--- src/rtl/bnn_pkg.sv ---
// Shared types and helpers for the time-multiplexed binary neural network engine:
// sequencer state encoding, threshold/store width helpers and a popcount.
package bnn_pkg;

  typedef enum logic [1:0] {
    IDLE = 2'd0,
    HID  = 2'd1,
    OUT  = 2'd2,
    DONE = 2'd3
  } state_e;

  // Widest vector the popcount helper accepts; neuron fan-in must not exceed it.
  localparam int POP_MAX = 64;

  // Threshold width for a neuron with n inputs: must hold 0..n+1.
  function automatic int tw_of(input int n);
    return $clog2(n + 32'sd2);
  endfunction

  // Total parameter store length for the two-layer network.
  function automatic int p_bits_of(input int n_in, input int n_hid, input int n_out);
    return n_hid * (n_in + tw_of(n_in)) + n_out * (n_hid + tw_of(n_hid));
  endfunction

  // Number of set bits in a (zero-padded) vector.
  function automatic logic [7:0] popcount(input logic [POP_MAX-1:0] v);
    logic [7:0] c;
    c = 8'd0;
    for (int i = 32'sd0; i < POP_MAX; i++) begin
      c = c + {7'd0, v[i]};
    end
    return c;
  endfunction

endpackage

--- src/rtl/bnn_xnor_neuron.sv ---
// Combinational binary neuron: XNOR the input with the weights, count the
// matches and compare against an unsigned threshold. Also reports the signed
// margin (matches - threshold) for the output-layer argmax.
module bnn_xnor_neuron
  import bnn_pkg::*;
#(
  parameter int N  = 8,
  parameter int TW = 4
) (
  input  logic [N-1:0]         in_v,
  input  logic [N-1:0]         w,
  input  logic [TW-1:0]        thr,
  output logic                 fire,
  output logic signed [TW:0]   margin
);

  logic [POP_MAX-1:0] match_s;
  logic [7:0]         pop_s;
  logic [TW:0]        pop_ext_s;
  logic [TW:0]        thr_ext_s;

  // Match count and threshold comparison; the count never exceeds N, which fits in TW bits
  always_comb begin
    match_s          = '0;
    match_s[N-1:0]   = ~(in_v ^ w);
    pop_s            = popcount(match_s);
    pop_ext_s        = pop_s[TW:0];
    thr_ext_s        = {1'b0, thr};
    fire             = (pop_ext_s >= thr_ext_s);
    margin           = $signed(pop_ext_s) - $signed(thr_ext_s);
  end

endmodule

--- src/rtl/bnn_seq_engine.sv ---
// Two-layer binary neural network evaluated one neuron per cycle.
// Hidden layer first (counter k), then output layer (counter m), from a
// serially loaded parameter store that can be daisy-chained via param_out.
// Optional feature macro: BNN_ARGMAX_EN adds out_class, the index of the
// output neuron with the largest signed margin (lowest index on ties).
module bnn_seq_engine
  import bnn_pkg::*;
#(
  parameter int N_IN  = 8,
  parameter int N_HID = 16,
  parameter int N_OUT = 8
) (
  input  logic                      clk,
  input  logic                      rst_n,
  input  logic                      param_shift,
  input  logic                      param_in,
  output logic                      param_out,
  input  logic                      in_valid,
  output logic                      in_ready,
  input  logic [N_IN-1:0]           x,
  output logic                      out_valid,
  input  logic                      out_ready,
  output logic [N_OUT-1:0]          y,
`ifdef BNN_ARGMAX_EN
  output logic [$clog2(N_OUT)-1:0]  out_class,
`endif
  output logic                      busy
);

  localparam int TWH      = tw_of(N_IN);
  localparam int TWO      = tw_of(N_HID);
  localparam int WH       = N_IN + TWH;
  localparam int WO       = N_HID + TWO;
  localparam int OUT_BASE = N_HID * WH;
  localparam int P_BITS   = p_bits_of(N_IN, N_HID, N_OUT);
  localparam int CW       = $clog2((N_HID > N_OUT) ? N_HID : N_OUT);
  localparam logic [CW-1:0] LAST_HID = CW'(N_HID - 32'sd1);
  localparam logic [CW-1:0] LAST_OUT = CW'(N_OUT - 32'sd1);

  state_e              state_r, state_s;
  logic [CW-1:0]       cnt_r, cnt_s;
  logic                shift_s, accept_s;
  logic [P_BITS-1:0]   store_r;
  logic [N_IN-1:0]     x_r;
  logic [N_HID-1:0]    hidden_r, hidden_s;
  logic [N_OUT-1:0]    y_acc_r, y_acc_s;
  logic [N_OUT-1:0]    y_r;
  logic                out_valid_r;

  logic [WH-1:0]       hid_word_s;
  logic [WO-1:0]       out_word_s;
  logic                hid_fire_s, out_fire_s;
  logic signed [TWH:0] hid_margin_s;
  logic signed [TWO:0] out_margin_s;
  logic                unused_hid_margin_s;

  // Word selection: the neuron counter picks the active neuron in each layer
  always_comb begin
    hid_word_s = store_r[int'(cnt_r) * WH +: WH];
    out_word_s = store_r[OUT_BASE + int'(cnt_r) * WO +: WO];
  end

  bnn_xnor_neuron #(.N(N_IN), .TW(TWH)) u_hid_neuron (
    .in_v   (x_r),
    .w      (hid_word_s[N_IN-1:0]),
    .thr    (hid_word_s[WH-1:N_IN]),
    .fire   (hid_fire_s),
    .margin (hid_margin_s)
  );

  bnn_xnor_neuron #(.N(N_HID), .TW(TWO)) u_out_neuron (
    .in_v   (hidden_r),
    .w      (out_word_s[N_HID-1:0]),
    .thr    (out_word_s[WO-1:N_HID]),
    .fire   (out_fire_s),
    .margin (out_margin_s)
  );

  // Hidden-layer margin has no consumer
  assign unused_hid_margin_s = ^hid_margin_s;

  // Next-state, counter and control strobes for the layer sequencer
  always_comb begin
    state_s  = state_r;
    cnt_s    = cnt_r;
    shift_s  = 1'b0;
    accept_s = 1'b0;
    case (state_r)
      IDLE: begin
        cnt_s = '0;
        if (param_shift) begin
          shift_s = 1'b1;
        end else if (in_valid) begin
          accept_s = 1'b1;
          state_s  = HID;
        end else begin
          state_s = IDLE;
        end
      end
      HID: begin
        if (cnt_r == LAST_HID) begin
          state_s = OUT;
          cnt_s   = '0;
        end else begin
          cnt_s = cnt_r + CW'(32'd1);
        end
      end
      OUT: begin
        if (cnt_r == LAST_OUT) begin
          state_s = DONE;
          cnt_s   = '0;
        end else begin
          cnt_s = cnt_r + CW'(32'd1);
        end
      end
      DONE: begin
        if (out_ready) begin
          state_s = IDLE;
        end else begin
          state_s = DONE;
        end
      end
      default: begin
        state_s = IDLE;
        cnt_s   = '0;
      end
    endcase
  end

  // Sequencer state and neuron counter
  always_ff @(posedge clk or negedge rst_n) begin
    if (!rst_n) begin
      state_r <= IDLE;
      cnt_r   <= '0;
    end else begin
      state_r <= state_s;
      cnt_r   <= cnt_s;
    end
  end

  // Insert the current neuron's result into the hidden vector or the output accumulator
  always_comb begin
    hidden_s = hidden_r;
    y_acc_s  = y_acc_r;
    for (int k = 32'sd0; k < N_HID; k++) begin
      if (cnt_r == CW'(k)) begin
        hidden_s[k] = hid_fire_s;
      end else begin
        hidden_s[k] = hidden_r[k];
      end
    end
    for (int m = 32'sd0; m < N_OUT; m++) begin
      if (cnt_r == CW'(m)) begin
        y_acc_s[m] = out_fire_s;
      end else begin
        y_acc_s[m] = y_acc_r[m];
      end
    end
  end

  // Parameter store, latched sample, layer vectors and the held result
  always_ff @(posedge clk or negedge rst_n) begin
    if (!rst_n) begin
      store_r     <= '0;
      x_r         <= '0;
      hidden_r    <= '0;
      y_acc_r     <= '0;
      y_r         <= '0;
      out_valid_r <= 1'b0;
    end else begin
      if (shift_s) begin
        store_r <= {store_r[P_BITS-2:0], param_in};
      end
      if (accept_s) begin
        x_r <= x;
      end
      if (state_r == HID) begin
        hidden_r <= hidden_s;
      end
      if (state_r == OUT) begin
        y_acc_r <= y_acc_s;
        if (cnt_r == LAST_OUT) begin
          y_r         <= y_acc_s;
          out_valid_r <= 1'b1;
        end
      end
      if ((state_r == DONE) && out_ready) begin
        out_valid_r <= 1'b0;
      end
    end
  end

`ifdef BNN_ARGMAX_EN
  localparam int CLW = $clog2(N_OUT);

  logic signed [TWO:0] best_margin_r, best_margin_s;
  logic [CLW-1:0]      best_idx_r, best_idx_s;
  logic [CLW-1:0]      out_class_r;

  // Running maximum; strict greater-than keeps the lowest index on ties
  always_comb begin
    if ((cnt_r == '0) || (out_margin_s > best_margin_r)) begin
      best_margin_s = out_margin_s;
      best_idx_s    = CLW'(cnt_r);
    end else begin
      best_margin_s = best_margin_r;
      best_idx_s    = best_idx_r;
    end
  end

  // Argmax tracking during the output layer; the class is published with the result
  always_ff @(posedge clk or negedge rst_n) begin
    if (!rst_n) begin
      best_margin_r <= '0;
      best_idx_r    <= '0;
      out_class_r   <= '0;
    end else if (state_r == OUT) begin
      best_margin_r <= best_margin_s;
      best_idx_r    <= best_idx_s;
      if (cnt_r == LAST_OUT) begin
        out_class_r <= best_idx_s;
      end
    end
  end

  assign out_class = out_class_r;
`else
  logic unused_out_margin_s;
  assign unused_out_margin_s = ^out_margin_s;
`endif

  assign param_out = store_r[P_BITS-1];
  assign in_ready  = (state_r == IDLE) & ~param_shift;
  assign busy      = (state_r != IDLE);
  assign out_valid = out_valid_r;
  assign y         = y_r;

endmodule

--- config.mk ---
export PLATFORM = sky130hd
export DESIGN_NAME = bnn_seq_engine
export DESIGN_NICKNAME = d
export VERILOG_FILES = /design/src/rtl/bnn_pkg.sv /design/src/rtl/bnn_xnor_neuron.sv /design/src/rtl/bnn_seq_engine.sv
export SDC_FILE = /design/constraint.sdc
export NUM_CORES = 1
export LEC_CHECK = 0
export BUFFER_PORTS_ARGS = -buffer_cell sky130_fd_sc_hd__buf_2
export CAP_MARGIN = 5
export CORE_UTILIZATION = 35
export DETAILED_ROUTE_END_ITERATION = 10
export GPL_TIMING_DRIVEN = 0
export HOLD_SLACK_MARGIN = 0.1
export PLACE_DENSITY_LB_ADDON = 0.1
export SLEW_MARGIN = 10
export SYNTH_ARGS = -nofsm -noshare
export SYNTH_HDL_FRONTEND = slang
export SYNTH_HIERARCHICAL = 1
export SYNTH_SLANG_ARGS = --single-unit
--- constraint.sdc ---
create_clock -name clk -period 8.2 [get_ports clk]
set_input_delay 2.46 -clock clk [delete_from_list [all_inputs] [get_ports clk]]
set_output_delay 2.46 -clock clk [all_outputs]
set_load 0.05 [all_outputs]
==> summary.md <==
• **I/O pin cnt** 26
• **Cell Count Post-Placement** 1,978
• **worst IR drop on VDD** 0.000395 V
• **Placement Rows** 85
• **worst-skew pair later-pin latency** 580 ps
• **most frequent standard cell in the layout excluding fill and tap cells** sky130_fd_sc_hd__dfrtp_1
• **final net count** 1,386
• **WS Path Type** reg -> reg
• **endpoint class of the critical path** flop
• **post-synthesis to final-layout area growth** 13.7%
• **global-route wire length before repair** 71,500 microns
• **H-Tree Level Count** 2
• **total of endpoints with negative setup slack in the final report** 0
• **TritonCTS clock tree** built
• **setup repair after global routing missed its margin** false
• **worst rel slew slack** 28.5%
• **arrival time reported for the critical path endpoint** 7610 ps
• **worst slack at placement** 1020 ps
• **fraction of layout instances using a drive strength above 1** 45.5%
• **Crit path required time** 8700 ps
• **smallest setup slack after layout** 1080 ps
• **Final period util** 86.8%
• **syn avg cell area** 15.3 sq um
• **summed area of non-filler cells in the final layout** 21,800 sq um
• **initial antenna violation count** 0
• **number of failing hold endpoints at the final stage** 0
• **wire length per cell after detailed routing** 21.8 microns
• **DR vias** 10,600
• **die outline width** 236 microns
• **number of DRC violations after detailed routing** 0
• **TritonCTS Sinks** 406
• **die outline area** 55,600 sq um
• **clock buffer count from CTS** 47
• **DRC marker count from the first detailed-route iteration** 537
• **First-pass DRT Iterations** 4
• **Worst path top cell family by delay** adder cells
• **overall fraction of global-route tracks in use** 16.8%
• **Diodes inserted** 0
• **type of element launching the critical path** flop
• **Placer Congestion** 0.787
• **# hold bufs at CTS** 0
• **leakage** 10.4 nW
• **final worst clock skew** 15.0 ps
• **number of vias per cell after detailed routing** 5.15
• **setup tns final** 0 ps
• **number of instances in the synthesized netlist** 1,253
• **vias in the first global route** 11,500
• **root cell of the clock tree** sky130_fd_sc_hd__clkbuf_16
• **CP Buf/Inv Count** 5
• **# Post-CTS Setup Buffers** 0
• **highest-count cells in the layout ignoring fill and taps** sky130_fd_sc_hd__dfrtp_1 (406), sky130_fd_sc_hd__mux2_2 (393), sky130_fd_sc_hd__mux4_2 (80), sky130_fd_sc_hd__buf_2 (65), sky130_fd_sc_hd__clkbuf_1 (50)
• **min Tclk post-route** 7120 ps
• **largest net degree at the start of global routing** 107
• **post-CTS resize count** 0
• **synthesized netlist net count** 1,308
• **hold crit path type** reg -> reg
• **slew of the pin with the lowest slew margin** 1070 ps
• **cells traversed along the worst timing path** buf_2 > clkbuf_1 > mux4_2 > mux2i_1 > nor2_1 > xnor2_1 > fa_1 > fa_1 > inv_1 > fa_1 > inv_1 > fa_1 > ha_1 > fa_1 > xor2_1 > ha_1 > a21o_1 > a21oi_2 > a21oi_1 > clkbuf_1 > mux2i_1 > o21ai_0
• **total wire length after detailed routing** 45,000 microns
• **PD cells** 318 nW/um^2
• **largest driver fanout on the critical path** 10
• **total congestion overflow after global routing** 0
• **most common cell type on the critical path** sky130_fd_sc_hd__fa_1
• **Core Footprint** 53,900 sq um
• **Slowest cell on crit path** sky130_fd_sc_hd__clkbuf_1
• **Reg clk slew, reported paths** 60 ps
• **peak clock frequency supported by timing** 141 MHz
• **initial cell density of the core** 35.5%
• **number of antenna-violating nets in the routed design** 0
• **run status** finished, final reports clean
• **number of max-slew violations in the final report** 0
• **y dimension of the die** 236 microns
• **cell count along the critical path** 22
• **CP peak stage delay** 840 ps
• **final std cells w/o fill** 2,062
• **Synth warnings** 6
• **number of cells traversed by the worst hold path** 2
• **count of buffers inserted at the top-level ports** 25
• **cells on worst reg2reg path** 22
• **number of buffers on the longest clock path** 3
• **detailed placer's ending HPWL** 31,800 microns
• **max-cap violations** 0
• **placed cell areas** 20,300 sq um
• **area of the mapped netlist** 19,100 sq um
state kept, by name, indices dropped and copies added, names as in the netlist:
signal and cells:
out_valid 1, hidden_r 16, cnt_r 4, y_acc_r 7, state_r 2, x_r 8, store_r 360, y 8
path summary, 6_finish.rpt:
| check | start | to | slack, ps |
|---|---|---|---|
| worst max-delay path | cnt_r[1] | y[5] | 1080 |
| min in group asynchronous | rst_n | store_r[341] | 1730 |
| worst min register to register | y[1] | y[1] | 470 |
| max in group asynchronous | rst_n | store_r[18] | 5140 |
| worst min-delay path | y[1] | y[1] | 470 |
| worst max register to register | cnt_r[1] | y[5] | 1080 |
stage by stage:
step | util (%) | total power, W | hold WS, ps
2_1_floorplan | - | 0.00417 | 475
3_3_place_gp | 37.4 | 0.00490 | 458
3_5_place_dp | 37.6 | 0.00497 | 469
4_1_cts | 40.4 | 0.00707 | 482
5_1_grt | 40.4 | 0.00738 | 499
6_report | 40.4 | 0.00692 | 473
power by group:
part / internal, W / switching, W / leakage [nW]
logic: 0.00109 / 0.00162 / 4.08
clock network: 0.00123 / 0.000839 / 0.740
registers: 0.00208 / 0.0000604 / 5.56
worst reg2reg max path, delay by kind of cell (launching register included):
family / cells / cell delay (ps)
AOI/OAI and AO/OA: 4 / 700
xor gates and xnor gates: 2 / 390
adders and majority gates: 7 / 2950
buffers and inverters: 5 / 1730
DFF: 1 / 450
muxes: 3 / 730
and+or+nand+nor: 1 / 70
metal layers:
layer	wire, microns	global-route usage [%]	vias up
li1	-	-	4752
met1	23200	25.7	5704
met2	19700	24.7	100
met3	1050	2.15	66
met4	1060	5.35	0
met5	0	0	-
layout make-up:
| cell class | instances | area [sq um] |
|---|---|---|
| fill | 5012 | 32100 |
| sequential | 406 | 10200 |
| multi-input combinational | 733 | 8420 |
| clock buffer | 71 | 1350 |
| tap | 696 | 871 |
| buffer | 86 | 460 |
| timing repair buffer | 29 | 245 |
| clock inverter | 13 | 159 |
| inverter | 28 | 105 |
No activity file was read; power rests on OpenSTA's default activity.
